===== src/rtl/joy_db15_tx.sv =====
// joy_db15_tx - responder end of the DB15 serial joystick link.
//
// Emulates the adapter's 2 x NBITS 74HC165 parallel-in/serial-out chain.
// While joy_load is low the two player words are continuously snapshotted
// (inverted, since the line is active-low). After joy_load rises, each rising
// joy_clk shifts the next bit onto joy_data, player 1 bit 0 first.
// joy_load and joy_clk are asynchronous to clk and are synchronised before use.
//
// Ports:
//   clk        system clock (>= 4x joy_clk toggle rate)
//   reset_n    asynchronous active-low reset
//   joystick1  player 1 buttons, active-high
//   joystick2  player 2 buttons, active-high
//   joy_load   active-low parallel load from the receiver
//   joy_clk    shift clock from the receiver
//   joy_data   serial data, active-low (0 = pressed)
//   busy       high while a loaded frame is still being shifted
//   frame_cnt  completed-frame counter (JOY_DB15_TX_STATS_EN only)
//   overrun    sticky: shift clock seen after the frame ended (JOY_DB15_TX_STATS_EN only)
//
// Optional build macro: JOY_DB15_TX_STATS_EN adds frame_cnt/overrun.

module joy_db15_tx #(
    parameter int NBITS       = 12,
    parameter int SYNC_STAGES = 2
) (
    input  logic             clk,
    input  logic             reset_n,
    input  logic [NBITS-1:0] joystick1,
    input  logic [NBITS-1:0] joystick2,
    input  logic             joy_load,
    input  logic             joy_clk,
    output logic             joy_data,
    output logic             busy
`ifdef JOY_DB15_TX_STATS_EN
    ,
    output logic [7:0]       frame_cnt,
    output logic             overrun
`endif
);

    localparam int FW = 2 * NBITS;
    localparam int CW = $clog2(FW + 1);

    typedef enum logic [1:0] {
        IDLE  = 2'd0,
        SHIFT = 2'd1,
        DONE  = 2'd2
    } state_t;

    state_t                 state_q, state_d;
    logic [FW-1:0]          shreg_q, shreg_d;
    logic [CW-1:0]          bit_cnt_q, bit_cnt_d;
    logic                   joy_data_q, joy_data_d;
    logic [SYNC_STAGES-1:0] load_sync_q, load_sync_d;
    logic [SYNC_STAGES-1:0] clk_sync_q, clk_sync_d;
    logic                   clk_prev_q, clk_prev_d;

    logic load_s;
    logic clk_rise;

    always_comb begin
        load_sync_d = {load_sync_q[SYNC_STAGES-2:0], joy_load};
        clk_sync_d  = {clk_sync_q[SYNC_STAGES-2:0], joy_clk};
        clk_prev_d  = clk_sync_q[SYNC_STAGES-1];
        load_s      = load_sync_q[SYNC_STAGES-1];
        clk_rise    = clk_sync_q[SYNC_STAGES-1] & ~clk_prev_q;
    end

    always_comb begin
        state_d    = state_q;
        shreg_d    = shreg_q;
        bit_cnt_d  = bit_cnt_q;
        joy_data_d = joy_data_q;

        if (!load_s) begin
            // Load has priority over a coincident shift edge in every state.
            state_d    = IDLE;
            shreg_d    = ~{joystick2, joystick1};
            bit_cnt_d  = '0;
            joy_data_d = ~joystick1[0];
        end else begin
            case (state_q)
                IDLE: state_d = SHIFT;
                SHIFT: begin
                    if (clk_rise) begin
                        shreg_d    = {1'b1, shreg_q[FW-1:1]};
                        joy_data_d = shreg_q[1];
                        bit_cnt_d  = bit_cnt_q + CW'(1);
                        // Last real bit has just been shifted off.
                        if (bit_cnt_q == CW'(FW - 1)) state_d = DONE;
                    end
                end
                DONE: begin
                    if (clk_rise) begin
                        shreg_d    = {1'b1, shreg_q[FW-1:1]};
                        joy_data_d = shreg_q[1];
                        bit_cnt_d  = CW'(FW);
                    end
                end
                default: state_d = IDLE;
            endcase
        end
    end

    always_ff @(posedge clk or negedge reset_n) begin
        if (!reset_n) begin
            state_q     <= IDLE;
            shreg_q     <= '1;
            bit_cnt_q   <= '0;
            joy_data_q  <= 1'b1;
            // Sync chains reset to the inactive line levels.
            load_sync_q <= '1;
            clk_sync_q  <= '0;
            clk_prev_q  <= 1'b0;
        end else begin
            state_q     <= state_d;
            shreg_q     <= shreg_d;
            bit_cnt_q   <= bit_cnt_d;
            joy_data_q  <= joy_data_d;
            load_sync_q <= load_sync_d;
            clk_sync_q  <= clk_sync_d;
            clk_prev_q  <= clk_prev_d;
        end
    end

    assign joy_data = joy_data_q;
    assign busy     = (state_q == SHIFT);

`ifdef JOY_DB15_TX_STATS_EN
    logic [7:0] frame_cnt_q, frame_cnt_d;
    logic       overrun_q, overrun_d;

    always_comb begin
        frame_cnt_d = frame_cnt_q;
        overrun_d   = overrun_q;
        if (load_s && clk_rise) begin
            if (state_q == SHIFT && bit_cnt_q == CW'(FW - 1)) frame_cnt_d = frame_cnt_q + 8'd1;
            if (state_q == DONE) overrun_d = 1'b1;
        end
    end

    always_ff @(posedge clk or negedge reset_n) begin
        if (!reset_n) begin
            frame_cnt_q <= 8'd0;
            overrun_q   <= 1'b0;
        end else begin
            frame_cnt_q <= frame_cnt_d;
            overrun_q   <= overrun_d;
        end
    end

    assign frame_cnt = frame_cnt_q;
    assign overrun   = overrun_q;
`endif

endmodule


===== config.mk =====
export PLATFORM = sky130hd
export DESIGN_NAME = joy_db15_tx
export DESIGN_NICKNAME = d
export VERILOG_FILES = /design/src/rtl/joy_db15_tx.sv
export SDC_FILE = /design/constraint.sdc
export NUM_CORES = 1
export LEC_CHECK = 0
export CORE_MARGIN = 3
export CORE_UTILIZATION = 47
export DETAILED_ROUTE_END_ITERATION = 8
export GPL_ROUTABILITY_DRIVEN = 0
export HOLD_SLACK_MARGIN = 0.08
export PLACE_DENSITY = 0.72
export SLEW_MARGIN = 20
export SYNTH_ARGS = -nofsm -noshare
export SYNTH_HDL_FRONTEND = slang
export SYNTH_SLANG_ARGS = --single-unit

===== constraint.sdc =====
create_clock -name clk -period 1.6 [get_ports clk]
set_clock_uncertainty 0.05 [all_clocks]
set_input_delay 0.24 -clock clk [delete_from_list [all_inputs] [get_ports clk]]
set_output_delay 0.24 -clock clk [all_outputs]
set_load 0.005 [all_outputs]

==> flow_summary.ini <==
[synth]
synthTopCellsByArea = dfstp_2, dfrtp_1, mux2_2
synth_edf_count = 0
syn_inst = 155
ys_ff_latch = 36
syn-cell-area_um2 = 1752
yosysTopAreaCellShare = 0.3900
async_reset_ff_frac = 1.000
synth_area_per_cell_um2 = 11.30
synth-main-ff-cell = dfstp_2
netlist-cell-type-count = 34
yosysTopAreaCell = dfstp_2
ys_warn_count = 0
synth.net_count = 187
seq_area_frac_synth = 0.5329

[floorplanning]
die_w_um = 67.05
initial_core_util = 0.5051
die_h_um = 67.05
row_count = 21
io-pin-count = 30
dieArea_um2 = 4496
core_um2 = 3468

[sta]
rsz0062_at_grt = true
report.final.slew_viol_count = 0
period_needed_ns = 1.607
max_slew_margin = 0.7703
fin_ws_ns = -0.007374
fin_crit_sh = 1.005
setup_viol = 2
max_freq_mhz = 622.1
hold_viol = 0
worst_slew_pin_slew_ns = 0.3415

[power]
p_leak_uw = 0.001033
irDropWorstVdd_v = 0.0007054
p_per_area_nw_per_um2 = 1038

[status]
outcome = complete, but fails checks
violations = setup timing

[drt]
wire_per_inst_um = 16.41
vias = 1342
drc = 0
avgViaCountPerCell = 5.523
wl_um = 3987
dr.pass1.iters = 4
initialDrtViolationCount = 78
ant_nets = 0

[global_routing]
grt_pass1_wl_um = 5540
antenna_found_initial = 0
grt_max_degree = 39
track_usage = 0.1674
grt_pass1_vias = 1236
grt.overflow.total = 0

[cts]
cts.sinks = 36
cts_tree = done
clk_latency_ns = 0.29
cts_htree_levels = 2
cts_buffer_depth = 2
cts_made_buffers = 5
clkSlewWorstSetupHoldPaths_ns = 0.07
cts-root-buf = clkbuf_8

[finish]
register_area_um2 = 933.4
drive_above_1_share = 0.4112
finish.utilization = 0.7035
final_cells = 243
multiInputGateArea_um2 = 877.1
fillers = 254
synthToLayoutAreaGrowth_pct = 39.29
n_antenna_cell = 0
nets = 228

[worst_setup_path]
cp_data_arrival_time_ns = 1.78
worstPathMaxFanout = 6
r2r_slack_ns = -0.007
crit_path_start_kind = flop
crit_path_end_kind = flop
worstPathRequired_ns = 1.77
worstSetupPathType = reg -> reg

[worst_hold_path]
hold_path.class = in -> async

[placed_design]
hpwlAfterDp_um = 2259
dp.cells = 230
portBuffers = 29

[flow_run]
maxCapViolCount = 0
[worst paths after layout]
kind                                     from        endpoint  cells after the start
worst max-delay path               state_q[1]     shreg_q[21]                      6
worst min-delay path                  reset_n    bit_cnt_q[4]                      2
worst max register to register     state_q[1]     shreg_q[21]                      6
worst min register to register  clk_sync_q[0]   clk_sync_q[1]                      0
max in group asynchronous             reset_n      shreg_q[1]                      2
min in group clk                     joy_load  load_sync_q[0]                      1
[layer usage]
metal,routed length [um],up-vias,GRT usage,share of wire
met1,1664,658,0.2117,0.42
met2,2072,46,0.2687,0.52
met3,215,4,0.05059,0.054
li1,-,634,-,-
met5,0,-,0,0
met4,34,0,0.06076,0.0085
[worst max-delay path: stages (launching register included)]
cell	delay, ns
dfrtp_1	0.36
inv_2	0.07
ha_4	0.26
nand3b_1	0.14
nand2_4	0.16
clkbuf_16	0.17
mux2_2	0.33
[cell families (layout without fill, tap and decap cells)]
family | Yosys count | in the layout | share of synthesized area
adder cells (fa/ha/maj) | 4 | 4 | 0.02857
buffers and inverters | 10 | 52 | 0.03499
multiplexers | 25 | 25 | 0.1586
AO/OA/AOI/OAI | 36 | 36 | 0.1186
AND/OR/NAND/NOR | 44 | 44 | 0.1264
flip-flops | 36 | 36 | 0.5329
[power by group]
part	total [uW]	leakage, uW	internal (uW)	switching (uW)
combinational	594	0.000576	360	234
clock	731	0.0000523	398	333
sequential	1210	0.000404	1130	81.5
[what timing repair did]
action	in CTS	in global routing
cloned	0	3
endpoints found under the setup margin	25	26
buffers inserted	0	2
hold buffers	0	0
pin swaps	0	1
resized for setup	6	25
[placed cells by master, fill, tap and decap left out, types with 2 or more instances in the layout]
cell	Yosys	final
dlygate4sd2_1	0	2
a31oi_1	3	3
mux2_2	22	3
nor2b_1	2	2
a2111oi_2	1	2
buf_12	0	3
nand2b_1	2	2
nand3_1	2	2
mux2i_1	3	3
clkdlybuf4s50_1	0	27
ha_4	0	2
dfstp_2	26	26
dfrtp_1	10	10
a21oi_1	4	4
clkbuf_8	0	5
nor2_1	2	2
mux2_4	0	19
clkbuf_16	0	3
nor4_1	2	2
buf_4	2	6
o21ai_0	24	24
nand2_1	24	24
inv_2	0	2
[area by class of cell]
type                       instances  share of cell area
clock buffer                       6             0.03846
clock inverter                     2            0.005128
inverter                           3            0.004615
multi-input combinational        109              0.3595
sequential                        36              0.3826
tap                               46             0.02359
timing repair buffer              41              0.1862
[registers in the layout, summed over array words and instances (netlist names)]
name,flops
clk_prev_q,1
load_sync_q,2
clk_sync_q,2
bit_cnt_q,5
shreg_q,24
state_q,2
[synthesized netlist by cell type (2+ instances only)]
library cell  count
buf_4             2
a31oi_1           3
a21oi_1           4
dfrtp_1          10
nor4_1            2
ha_1              4
inv_1             3
nand2b_1          2
o21ai_0          24
dfstp_2          26
mux2_2           22
buf_6             2
nand3_1           2
mux2i_1           3
nand2_1          24
clkbuf_1          2
nor2b_1           2
nor2_1            2
[per-stage QoR]
stage	setup WS (ns)	cell area (um^2)	setup TNS [ns]	hold slack, ns	total power (uW)
5_1_grt	-0.07651	2440	-0.9367	0.2679	2674
3_3_place_gp	0.07878	2140	0	0.2895	1632
6_report	-0.007374	2440	-0.01022	0.2543	2532
4_1_cts	-0.03278	2261	-0.5078	0.2628	2408
3_5_place_dp	-0.009971	2140	-0.009971	0.2857	1660
2_1_floorplan	0.08112	1752	0	-0.1056	1470
Note: power is estimated with default switching activity, not from simulation.
